$ cat src/rtl/flac_pkg.sv
// Shared types and constants for the FLAC fixed-predictor Rice encoder.
package flac_pkg;

    localparam int MAX_ORDER = 4;
    localparam int ORDER_W   = 3;
    localparam int RICE_W    = 5;

    typedef enum logic [2:0] {
        ST_IDLE,
        ST_WARMUP,
        ST_RESIDUAL,
        ST_FLUSH,
        ST_DONE
    } flac_state_t;

endpackage

$ cat src/rtl/flac_bit_packer.sv
// MSB-first bit packer: appends variable-length bit groups and emits
// OUT_W-bit words with valid/ready backpressure and a zero-padded final word.
module flac_bit_packer #(
    parameter int IN_W  = 16,
    parameter int OUT_W = 16,
    parameter int LEN_W = $clog2(IN_W + 1)
) (
    input  logic             i_clk,
    input  logic             i_rst_n,
    input  logic             i_valid,
    input  logic [IN_W-1:0]  i_bits,
    input  logic [LEN_W-1:0] i_len,
    input  logic             i_flush,
    output logic             o_ready,
    output logic [OUT_W-1:0] o_word,
    output logic             o_word_valid,
    output logic             o_last_word,
    input  logic             i_word_ready,
    output logic             o_empty
);

    localparam int ACC_W  = OUT_W + IN_W;
    localparam int CNT_PW = $clog2(ACC_W + 1);
    localparam logic [CNT_PW-1:0] OUT_W_C = CNT_PW'(OUT_W);

    logic [ACC_W-1:0]  r_acc;
    logic [CNT_PW-1:0] r_fill;

    logic [IN_W-1:0]   w_left;
    logic [ACC_W-1:0]  w_ins;
    logic              w_full;
    logic              w_pop;

    // Left-align the group, then drop it just below the bits already held.
    assign w_left       = i_bits << (LEN_W'(IN_W) - i_len);
    assign w_ins        = {w_left, {OUT_W{1'b0}}} >> r_fill;

    assign w_full       = (r_fill >= OUT_W_C);
    assign o_word_valid = w_full || (i_flush && (r_fill != '0));
    assign o_last_word  = o_word_valid && i_flush && (r_fill <= OUT_W_C);
    assign o_word       = r_acc[ACC_W-1 -: OUT_W];
    assign o_ready      = !w_full && !i_flush;
    assign o_empty      = (r_fill == '0);
    assign w_pop        = o_word_valid && i_word_ready;

    // NOTE: sequential state uses non-blocking assignments so every register
    // samples the pre-edge values, independent of statement order.
    always_ff @(posedge i_clk or negedge i_rst_n) begin
        if (!i_rst_n) begin
            r_acc  <= '0;
            r_fill <= '0;
        end else if (w_pop) begin
            r_acc  <= r_acc << OUT_W;
            r_fill <= w_full ? (r_fill - OUT_W_C) : '0;
        end else if (i_valid && o_ready) begin
            r_acc  <= r_acc | w_ins;
            r_fill <= r_fill + CNT_PW'(i_len);
        end
    end

endmodule

$ cat src/rtl/flac_fixed_rice_encoder.sv
// FLAC fixed-predictor residual encoder: verbatim warmup samples followed by
// Rice-coded residuals, packed MSB first into OUT_W-bit words.
module flac_fixed_rice_encoder
    import flac_pkg::*;
#(
    parameter int SAMPLE_W = 16,
    parameter int OUT_W    = 16,
    parameter int CNT_W    = 16
) (
    input  logic                iClock,
    input  logic                iReset_n,
    input  logic                iStart,
    input  logic [ORDER_W-1:0]  iOrder,
    input  logic [RICE_W-1:0]   iRiceParam,
    input  logic [CNT_W-1:0]    iNumSamples,
    input  logic [SAMPLE_W-1:0] iSample,
    input  logic                iSampleValid,
    output logic                oSampleReady,
    output logic [OUT_W-1:0]    oWord,
    output logic                oWordValid,
    input  logic                iWordReady,
    output logic                oLastWord,
    output logic [CNT_W+7:0]    oBitCount,
    output logic                oDone,
    output logic                oError
);

    localparam int U_W   = SAMPLE_W + 4;
    localparam int IN_W  = (SAMPLE_W > OUT_W) ? SAMPLE_W : OUT_W;
    localparam int LEN_W = $clog2(IN_W + 1);
    localparam int BC_W  = CNT_W + 8;
    localparam logic [U_W-1:0] OUT_W_U = U_W'(OUT_W);

    flac_state_t         r_state;
    logic [ORDER_W-1:0]  r_order;
    logic [RICE_W-1:0]   r_k;
    logic [CNT_W-1:0]    r_num;
    logic [CNT_W-1:0]    r_warm;
    logic [CNT_W-1:0]    r_cnt;
    logic                r_busy;
    logic [U_W-1:0]      r_q;
    logic [IN_W-1:0]     r_rem;
    logic                r_error;
    logic [BC_W-1:0]     r_bitcnt;
    logic signed [U_W-1:0] r_hist [1:MAX_ORDER];

    logic signed [U_W-1:0] w_x0;
    logic signed [U_W-1:0] w_res;
    logic [U_W-1:0]      w_u;
    logic [U_W-1:0]      w_q_new;
    logic [LEN_W-1:0]    w_chunk;
    logic [IN_W-1:0]     w_one_k;
    logic [IN_W-1:0]     w_stop;
    logic                w_accept;
    logic                w_pk_valid;
    logic [IN_W-1:0]     w_pk_bits;
    logic [LEN_W-1:0]    w_pk_len;
    logic                w_pk_ready;
    logic                w_pk_empty;
    logic                w_push;

    assign oSampleReady = w_pk_ready &&
        (((r_state == ST_WARMUP) && (r_cnt < r_warm)) ||
         ((r_state == ST_RESIDUAL) && !r_busy && (r_cnt < r_num)));
    assign w_accept = oSampleReady && iSampleValid;

    assign w_x0 = signed'({{4{iSample[SAMPLE_W-1]}}, iSample});

    // NOTE: every always_comb output gets a default first, so no path can
    // leave it unassigned and infer a latch.
    always_comb begin
        w_res = w_x0;
        case (r_order)
            3'd1:    w_res = w_x0 - r_hist[1];
            3'd2:    w_res = w_x0 - (r_hist[1] <<< 1) + r_hist[2];
            3'd3:    w_res = w_x0 - ((r_hist[1] <<< 1) + r_hist[1])
                                  + ((r_hist[2] <<< 1) + r_hist[2]) - r_hist[3];
            3'd4:    w_res = w_x0 - (r_hist[1] <<< 2)
                                  + ((r_hist[2] <<< 2) + (r_hist[2] <<< 1))
                                  - (r_hist[3] <<< 2) + r_hist[4];
            default: w_res = w_x0;
        endcase
    end

    // Zigzag fold: r>=0 -> 2r, r<0 -> -2r-1.
    assign w_u     = {w_res[U_W-2:0], 1'b0} ^ {U_W{w_res[U_W-1]}};
    assign w_q_new = w_u >> r_k;

    assign w_chunk = (r_q >= OUT_W_U) ? LEN_W'(OUT_W) : LEN_W'(r_q);
    assign w_one_k = IN_W'(1) << r_k;
    assign w_stop  = w_one_k | (r_rem & (w_one_k - IN_W'(1)));

    always_comb begin
        w_pk_valid = 1'b0;
        w_pk_bits  = '0;
        w_pk_len   = '0;
        if ((r_state == ST_WARMUP) && w_accept) begin
            w_pk_valid = 1'b1;
            w_pk_bits  = IN_W'(iSample);
            w_pk_len   = LEN_W'(SAMPLE_W);
        end else if ((r_state == ST_RESIDUAL) && r_busy) begin
            w_pk_valid = 1'b1;
            if (r_q != '0) begin
                w_pk_len  = w_chunk;
            end else begin
                w_pk_bits = w_stop;
                w_pk_len  = LEN_W'(r_k) + LEN_W'(1);
            end
        end
    end

    assign w_push = w_pk_valid && w_pk_ready;

    always_ff @(posedge iClock or negedge iReset_n) begin
        if (!iReset_n) begin
            r_state  <= ST_IDLE;
            r_order  <= '0;
            r_k      <= '0;
            r_num    <= '0;
            r_warm   <= '0;
            r_cnt    <= '0;
            r_busy   <= 1'b0;
            r_q      <= '0;
            r_rem    <= '0;
            r_error  <= 1'b0;
            r_bitcnt <= '0;
            // NOTE: the small history array is reset like any register; a
            // large RAM would normally be left unreset.
            for (int i = 1; i <= MAX_ORDER; i++) r_hist[i] <= '0;
        end else begin
            if (w_push) r_bitcnt <= r_bitcnt + BC_W'(w_pk_len);
            if (w_accept) begin
                r_cnt     <= r_cnt + CNT_W'(1);
                r_hist[1] <= w_x0;
                for (int i = 2; i <= MAX_ORDER; i++) r_hist[i] <= r_hist[i-1];
            end

            case (r_state)
                ST_IDLE, ST_DONE: begin
                    if (iStart) begin
                        r_order  <= iOrder;
                        r_k      <= iRiceParam;
                        r_num    <= iNumSamples;
                        r_warm   <= (CNT_W'(iOrder) < iNumSamples) ? CNT_W'(iOrder) : iNumSamples;
                        r_cnt    <= '0;
                        r_busy   <= 1'b0;
                        r_bitcnt <= '0;
                        r_error  <= 1'b0;
                        if (iNumSamples == '0) begin
                            r_state <= ST_DONE;
                        end else if ((int'(iOrder) > MAX_ORDER) ||
                                     (int'(iRiceParam) > SAMPLE_W - 1)) begin
                            r_state <= ST_DONE;
                            r_error <= 1'b1;
                        end else begin
                            r_state <= ST_WARMUP;
                        end
                    end
                end
                ST_WARMUP: begin
                    if (r_warm == '0) begin
                        r_state <= ST_RESIDUAL;
                    end else if (w_accept && (r_cnt + CNT_W'(1) == r_warm)) begin
                        r_state <= (r_warm == r_num) ? ST_FLUSH : ST_RESIDUAL;
                    end
                end
                ST_RESIDUAL: begin
                    if (w_accept) begin
                        r_q    <= w_q_new;
                        r_rem  <= IN_W'(w_u);
                        r_busy <= 1'b1;
                    end else if (r_busy && w_pk_ready) begin
                        if (r_q != '0) begin
                            r_q <= r_q - U_W'(w_chunk);
                        end else begin
                            r_busy <= 1'b0;
                            if (r_cnt == r_num) r_state <= ST_FLUSH;
                        end
                    end
                end
                ST_FLUSH: begin
                    if (w_pk_empty) r_state <= ST_DONE;
                end
                default: r_state <= ST_IDLE;
            endcase
        end
    end

    flac_bit_packer #(
        .IN_W  (IN_W),
        .OUT_W (OUT_W),
        .LEN_W (LEN_W)
    ) u_packer (
        .i_clk        (iClock),
        .i_rst_n      (iReset_n),
        .i_valid      (w_pk_valid),
        .i_bits       (w_pk_bits),
        .i_len        (w_pk_len),
        .i_flush      (r_state == ST_FLUSH),
        .o_ready      (w_pk_ready),
        .o_word       (oWord),
        .o_word_valid (oWordValid),
        .o_last_word  (oLastWord),
        .i_word_ready (iWordReady),
        .o_empty      (w_pk_empty)
    );

    assign oBitCount = r_bitcnt;
    assign oDone     = (r_state == ST_DONE);
    assign oError    = oDone && r_error;

endmodule
$ cat config.mk
export PLATFORM = sky130hd
export DESIGN_NAME = flac_fixed_rice_encoder
export DESIGN_NICKNAME = d
export VERILOG_FILES = /design/src/rtl/flac_pkg.sv /design/src/rtl/flac_bit_packer.sv /design/src/rtl/flac_fixed_rice_encoder.sv
export SDC_FILE = /design/constraint.sdc
export NUM_CORES = 1
export LEC_CHECK = 0
export ABC_AREA = 1
export BUFFER_PORTS_ARGS = -buffer_cell sky130_fd_sc_hd__buf_4
export CORE_UTILIZATION = 60
export DETAILED_ROUTE_END_ITERATION = 10
export PLACE_DENSITY_LB_ADDON = 0.05
export SLEW_MARGIN = 10
export SYNTH_ARGS = -nofsm -noshare
export SYNTH_HDL_FRONTEND = slang
export SYNTH_HIERARCHICAL = 1
export SYNTH_SLANG_ARGS = --single-unit
$ cat constraint.sdc
create_clock -name iClock -period 6.14 [get_ports iClock]
set_input_delay 0.307 -clock iClock [delete_from_list [all_inputs] [get_ports iClock]]
set_output_delay 0.307 -clock iClock [all_outputs]
set_load 0.005 [all_outputs]
Yosys cells after proc, flatten, opt, wreduce, memory -nomap -nowiden. Cells that the tools add are included.

Word-level logic and storage cells: 156. Flip-flop bits (word level): 223. Output and inout port bits: 45.

$add $sub $neg: 21. Multiplexer cells: 44. Eq/ne operators: 20. Reductions and logical operators: 38. Bitwise gates (word level): 4. Shift-type cells: 4. Order comparisons: 8.

Operators with widths (count): 16-bit two-way mux (7); 20-bit one-hot mux with 4 select lines (1); 24-bit two-way mux (3); 32-bit two-way mux (2); 20-bit two-way mux (3); 16-bit == test (3); 19-bit by 20-bit adder with 20-bit output (2); 16-bit by 18-bit subtractor with 19-bit output (2); 17-bit by 16-bit adder with 18-bit output (2); 16-bit logical NOT (2); 16-bit < comparator (2); 32-bit bitwise OR (1); 32-bit by 6-bit >> shifter with 32-bit output (1); 3-bit two-way mux (10); 24-bit by 5-bit adder with 24-bit output (1); 20-bit by 16-bit adder with 20-bit output (1); 20-bit by 5-bit greater-or-equal comparator with 1-bit output, second input constant (1); 5-bit two-way mux (4); 20-bit nonzero test (1); 20-bit by 5-bit >> shifter with 20-bit output (1); 20-bit by 16-bit subtractor with 20-bit output (1); 20-bit by 18-bit subtractor with 20-bit output (1); 20-bit by 5-bit subtractor with 20-bit output (1); 20-bit XOR (1); 43 further kinds (85).

Longest topological paths before layout. Gate-level depths: netlist of run 1.

Depth after elaboration: 14. Mapped depth: 41. Mapped depth without buffers: 40.

By module. Netlist of run 1, hierarchy kept.

Modules (own cells, without submodules): flac_fixed_rice_encoder (cells each 3113, sequential area each 4629.4 sq um, instances 1, area an instance 21058.9 sq um); flac_bit_packer (cells each 609, sequential area each 950.9 sq um, instances 1, area an instance 3738.6 sq um).

Worst setup path after synthesis of run 1. Ideal clock, no wire load.

Path type: reg2reg. From: register r_hist[41] (netlist bit). To: register r_q[3]. Stages on the path, launching flop included: 39. Arrival time: 4859 ps. Slack: 1164 ps. Setup time: 117 ps. Buffers on the path: 2. Cell sequence: dfrtp_1 -> ha_1 -> fa_1 -> a31oi_1 -> o21ai_0 -> nand3_1 -> nand2_1 -> nand3_1 -> nand2_1 -> nand3_1 -> nand2_1 -> a21oi_1 -> o21ai_0 -> xor2_1 -> inv_1 -> fa_1 -> inv_1 -> ha_1 -> (+3 left out) -> nor2_1 -> nand3_1 -> nand3_1 -> nand2_1 -> nand3_1 -> nand2_2 -> nor2_4 -> buf_6 -> buf_12 -> nand4_2 -> nand3_2 -> nand3_1 -> nand3_2 -> nand2_1 -> nand2_1 -> nand3_1 -> nand2_1 -> nand2_1.

Longest elaborated chain between the ends: 8.

Ends and longest elaborated chain: start: declaration (RTL line flac_fixed_rice_encoder.sv:45) `logic signed [U_W-1:0] r_hist [1:MAX_ORDER];`; 18-bit by 17-bit adder with 19-bit output (RTL line flac_fixed_rice_encoder.sv:79) `+ ((r_hist[2] <<< 2) + (r_hist[2] <<< 1))`; 19-bit by 20-bit adder with 20-bit output (RTL line flac_fixed_rice_encoder.sv:79); 20-bit by 18-bit subtractor with 20-bit output (RTL line flac_fixed_rice_encoder.sv:80) `- (r_hist[3] <<< 2) + r_hist[4];`; 20-bit by 16-bit adder with 20-bit output (RTL line flac_fixed_rice_encoder.sv:80); 20-bit one-hot mux with 4 select lines * (RTL line flac_fixed_rice_encoder.sv:73) `case (r_order)`; 20-bit XOR * (RTL line flac_fixed_rice_encoder.sv:86) `assign w_u = {w_res[U_W-2:0], 1'b0} ^ {U_W{w_res[U_W-1]}};`; 20-bit by 5-bit >> shifter with 20-bit output * (RTL line flac_fixed_rice_encoder.sv:87) `assign w_q_new = w_u >> r_k;`; 20-bit two-way mux * (RTL line flac_fixed_rice_encoder.sv:168) `if (w_accept) begin`; end signal: assignment (RTL line flac_fixed_rice_encoder.sv:169) `r_q <= w_q_new;`; end signal: assignment (RTL line flac_fixed_rice_encoder.sv:174) `r_q <= r_q - U_W'(w_chunk);`; end: declaration (RTL line flac_fixed_rice_encoder.sv:41) `logic [U_W-1:0] r_q;`.

Mark *: on every way between the ends. The rest lies on a longest branch, timed or not. A chain may end at the register's enable or synchronous reset.

Worst setup path in the final report of run 1.
From: register r_hist[42] (netlist bit). To: register r_q[4].

Same word-level chain as after synthesis.

==> metrics.txt, run 1 <==
CTS tree=yes; max-cap violations=0; CTS Sinks=roughly 220; Max Slew Vio Count=0; DR vias=25300; Die X=around 210 um; global route total overflow=0; worst skew pair latency=570 ps; All-Layer GR Usage=37.7%; Post-DP HPWL=~63 mm; final WL=79.8 mm; leading area contributor after synthesis=dfrtp_1; Critical Path Max Stage Delay=around 540 ps; crit end category=flop; Setup Crit Path Kind=flop to flop; Starting Density=between 60% and 70%; critical path required time=approximately 6600 ps; routability cong.=1.14; Post-Syn Nets=just over 4000; hold wc startpoint=iNumSamples[2]; Slew @ Worst Pin=roughly 1100 ps; Post-Syn Instances=between 3000 and 4000; first-pass GRT wire length=approximately 130 mm; Placeable Area=between 40000 and 50000 um^2; Synth cell types=64; die area=~42000 um^2; asr flop ratio synth=between 90% and 100%; highest clock rate=172 MHz; Hold WC Path Type=primary input to flop; slowest cell on the critical path=fa_1; arrival time worst endpoint=~6300 ps; CP dominant cell by count=nand3_1; TritonCTS buffer count=26; via/cell ratio=around 5.9; row cnt=74; initial antenna violation count=0; Hold Path End=r_warm[2]; Max Root-Sink Buffers=3; sequential fraction of the synthesis area=roughly 23%; drt wl/cell=between 15 and 20 um; Final Cell Area=about 27000 um^2; Iter 0 DRT Violations=between 2000 and 3000; clk slew on worst S/H paths=~70 ps; Post-synth EDFFs=0; Final #Nets=between 4000 and 5000; Reg2Reg Setup Slack=roughly 340 ps; I/O pin count=90; Slew HR=between 20% and 30%; status=completed; clock root cell=clkbuf_16; reg2reg start=r_hist[42]; Die H=205 um; top cell type's share of synthesized area=a little under a quarter; Final Cycle Share=a little over nine tenths; hold path depth=3; clk_skew=approximately 22 ps; Max FO, Critical Path=12; cells on worst reg2reg path=36; worst reg2reg path endpoint=r_q[4]; DR DRC count=0; Startpoint Class=flop; share of cells above drive strength 1=8.71%; antenna cells=0; Synth Register Bits=roughly 220; post-route ant nets=0; Synth area leaders=dfrtp_1, nand2_1, fa_1; min Tclk post-route=5800 ps; Layout area overhead=8.85%; syn avg cell area=about 6.7 um^2; Final Hold Fails=0; largest net degree at the start of global routing=138; Final setup viols=0; Top FF cell, synth=dfrtp_1; Post-Syn Area=~25000 um^2; H-tree Lvls=1; PortBufs=89; Synth Warn #=6; placed cell area=between 20000 and 30000 um^2; drt first pass iters=6; vias in the first global route=~23000
==> worst max-delay path, delay by kind of cell, from the launching register on <==
family / cells / cell delay, ps
AO/OA/AOI/OAI: 10 / 1620
adder cells (fa/ha/maj): 3 / 1210
buffers and inverters: 3 / 250
flip-flops: 1 / 460
AND/OR/NAND/NOR: 20 / 2160
==> routing by layer <==
layer	share of wire, %	track usage (%)	vias to the layer above
met2	43	56.7	1184
li1	-	-	12000
met5	0	0	-
met1	44	54.9	11900
met3	9.3	6.46	166
met4	3.4	12.1	0
==> layout make-up <==
| cell class | count | area, um^2 |
|---|---|---|
| fill | 3631 | 13800 |
| clock buffer | 37 | 772 |
| sequential | 223 | 5580 |
| inverter | 632 | 2370 |
| multi-input combinational | 2749 | 16300 |
| tap | 532 | 666 |
| clock inverter | 11 | 176 |
| timing repair buffer | 135 | 1100 |
==> synth_stat cells, drive strengths merged, types with 36 or more instances <==
library cell,count
a21oi,166
buf,77
clkbuf,42
dfrtp,223
fa,121
ha,145
inv,623
nand2,1020
nand3,449
nand4,36
nor2,292
nor3,42
o21ai,226
xor2,47
==> sequential cells by signal, summed over array words and instances, names as in the netlist <==
register,cells
u_packer/r_fill,6
u_packer/r_acc,32
r_cnt,16
r_hist,64
r_num,16
r_rem,16
r_q,20
r_error,1
r_warm,16
r_k,5
r_busy,1
r_order,3
oBitCount,24
r_state,3
==> stage by stage <==
stage / instances / TNS, ps / setup slack [ps] / utilization [%] / hold WS (ps)
6_report: 4319 / 0 / 335 / 66.1 / 17.3
5_1_grt: 4319 / -1070 / -125 / 66.1 / 49.2
4_1_cts: 4309 / 0 / 46.4 / 65.5 / 1.47
3_5_place_dp: 4246 / 0 / 78.5 / 62.8 / 342
3_3_place_gp: 4246 / 0 / 262 / 62.8 / 326
2_1_floorplan: 3722 / 0 / 1160 / - / 11.4
==> kinds of logic (layout without fill, tap and decap cells) <==
group | after synthesis | after routing | share of synthesized area [%]
other cells | 1 | 1 | 0.0151
mux | 1 | 1 | 0.0454
flops | 223 | 223 | 22.5
compound gates | 499 | 499 | 11.5
xor+xnor | 69 | 69 | 2.44
simple gates | 1912 | 1913 | 34.1
buf+inv | 751 | 815 | 12.3
fa+ha+maj | 266 | 266 | 17.1
==> worst max-delay path by stage <==
stage	from	endpoint	slack [ps]	cells past startpoint
6_report	r_hist[42]	r_q[4]	340	36
5_1_grt	r_hist[42]	r_q[12]	-130	38
4_1_cts	r_hist[41]	r_q[7]	50	35
3_5_place_dp	r_hist[41]	r_q[7]	80	35
3_3_place_gp	r_hist[41]	r_q[7]	260	37
2_1_floorplan	r_hist[41]	r_q[3]	1160	38
==> cells in the final DEF (no fill, tap or decap), types with 9 or more instances in the layout <==
cell and instances:
a221oi_2 10, dlygate4sd3_1 15, fa_1 120, xnor2_1 22, nor3_1 38, ha_1 141, a21oi_2 12, buf_4 116
inv_1 603, xor2_1 47, nand4_1 35, o22ai_1 17, nand3b_1 30, a31oi_1 18, nand3_1 417, dfrtp_1 221
a21o_1 9, nand2_1 988, nor4_1 13, nand2_2 28, inv_2 20, o21ai_0 211, o21bai_1 11, clkbuf_16 26
a21oi_1 154, nand3_2 32, or2_2 17, nor2_1 279, o21ai_1 10
==> timing repair <==
item	in CTS	in global routing
endpoints found under the setup margin	0	26
resized for setup	0	34
hold endpoints to repair	100	0
buffers inserted	0	9
hold buffers	15	0
Power of run 1 is left out: the tool's default activity adds up to more than one toggle a clock period on the data nets, which glitch-free logic cannot reach.
==> run 2: changes to the inputs <==
==> constraint.sdc (replaced) <==
create_clock -name iClock -period 6.14 [get_ports iClock]
set_input_delay 0.921 -clock iClock [delete_from_list [all_inputs] [get_ports iClock]]
set_output_delay 0.921 -clock iClock [all_outputs]
set_load 0.005 [all_outputs]
==> run 2 against run 1 <==
  * Die area did not move
  * Critical path depth rose by 3
  * Count of clock-buffer cells in the layout fell by 1
==> metrics.txt, run 2 (synthesized netlist as in run 1, its figures left out) <==
antenna cells=0; first-pass GRT wire length=128 mm; CTS tree=yes; slowest cell on the critical path=fa_1; routability cong.=1.14; cts hold-fix bufs=0; initial antenna violation count=0; Slew HR=a little under a third; Setup Crit Path Kind=flop to flop; Finished Layout Cells=between 4000 and 5000; CP dominant cell by count=nand2_1; crit end category=flop; Hold WC Path Type=primary input to async pin; Slew @ Worst Pin=approximately 1000 ps; die area=between 40000 and 50000 um^2; worst reg2reg path endpoint=r_q[15]; max reg flops=64; Final setup viols=0; reg2reg start=r_hist[41]; global route total overflow=0; I/O pin count=90; Final Cycle Share=between 90% and 100%; clock root cell=clkbuf_16; final WL=just over 80 mm; Die H=205 um; drt first pass iters=7; TritonCTS buffer count=27; cells on worst reg2reg path=39; H-tree Lvls=1; drt wl/cell=19.1 um; Post-DP HPWL=about 65 mm; fill count=3580; max-cap violations=0; commonest non-fill, non-tap cell in the layout=nand2_1; Reg2Reg Setup Slack=approximately 280 ps; largest net degree at the start of global routing=99; Placeable Area=between 40000 and 50000 um^2; via/cell ratio=between 5 and 6; All-Layer GR Usage=slightly below 40%; clk slew on worst S/H paths=60 ps; row cnt=74; placed cell count=4258; Die X=205 um; vias in the first global route=around 24000; status=completed; Startpoint Class=flop; Max Slew Vio Count=0; highest clock rate=~170 MHz; arrival time worst endpoint=6330 ps; Final #Nets=roughly 4100; DR DRC count=0; PortBufs=around 90; post-route ant nets=0; WP buf/inv=6; min Tclk post-route=roughly 5900 ps; worst skew pair latency=between 500 and 600 ps; commonest non-fill, non-tap cells in the layout=nand2_1, inv_1, nand3_1; Starting Density=roughly three fifths; critical path required time=between 6000 and 7000 ps; CP top delay family=simple AND/OR/NAND/NOR gates; Max Root-Sink Buffers=3; Biggest register=r_hist; Layout area overhead=8.23%; Critical Path Max Stage Delay=~540 ps; share of cells above drive strength 1=under 10%; DR vias=25500; Final Hold Fails=0; Iter 0 DRT Violations=2931; CTS Sinks=223; Max FO, Critical Path=10; clk_skew=11.8 ps
[run 2: metrics by stage]
stage	instance area, um^2	hold slack, ps	utilization [%]	setup TNS (ps)	setup WS [ps]
6_report	26800	341	65.7	0	276
3_5_place_dp	25700	460	63.0	0	120
4_1_cts	26700	391	65.3	0	64.6
2_1_floorplan	24800	431	-	0	1160
5_1_grt	26800	410	65.7	-160	-60.9
3_3_place_gp	25700	448	63.0	0	351
[run 2: timing repair]
| item | in CTS | in global routing |
|---|---|---|
| setup endpoints to repair | 0 | 22 |
| buffers inserted | 0 | 5 |
| endpoints found under the hold margin | 0 | 0 |
| gates resized for setup | 0 | 22 |
[run 2: cell type report]
cell class	count	area, um^2	share of cell area [%]
clock buffer	36	749	2.79
clock inverter	11	170	0.634
multi-input combinational	2749	16300	60.7
timing repair buffer	129	1020	3.79
tap	532	666	2.48
sequential	223	5580	20.8
inverter	632	2370	8.85
[run 2: worst max-delay path by stage]
| stage | start | end | slack [ps] | cells after the start |
|---|---|---|---|---|
| 2_1_floorplan | r_hist[41] | r_q[3] | 1160 | 38 |
| 3_3_place_gp | r_hist[41] | r_q[7] | 350 | 37 |
| 3_5_place_dp | r_hist[41] | r_q[0] | 120 | 37 |
| 4_1_cts | r_hist[41] | r_q[15] | 60 | 36 |
| 5_1_grt | r_hist[42] | r_q[15] | -60 | 37 |
| 6_report | r_hist[41] | r_q[15] | 280 | 39 |
[run 2: metal layers]
| layer | vias to the layer above | global-route usage, % | share of wire, % |
|---|---|---|---|
| li1 | 12000 | - | - |
| met1 | 12000 | 56.0 | 44 |
| met2 | 1251 | 59.1 | 43 |
| met3 | 192 | 6.45 | 9.5 |
| met4 | 0 | 12.2 | 3.6 |
| met5 | - | 0 | 0 |
[run 2: worst reg2reg max path, delay by kind of cell, from the launching register on]
kind	cells	cell delay, ps
simple gates	23	2180
fa+ha+maj	4	1480
compound gates	5	900
buf+inv	6	530
flops	1	440
xor+xnor	1	230
Power of run 2 is left out for the same reason.
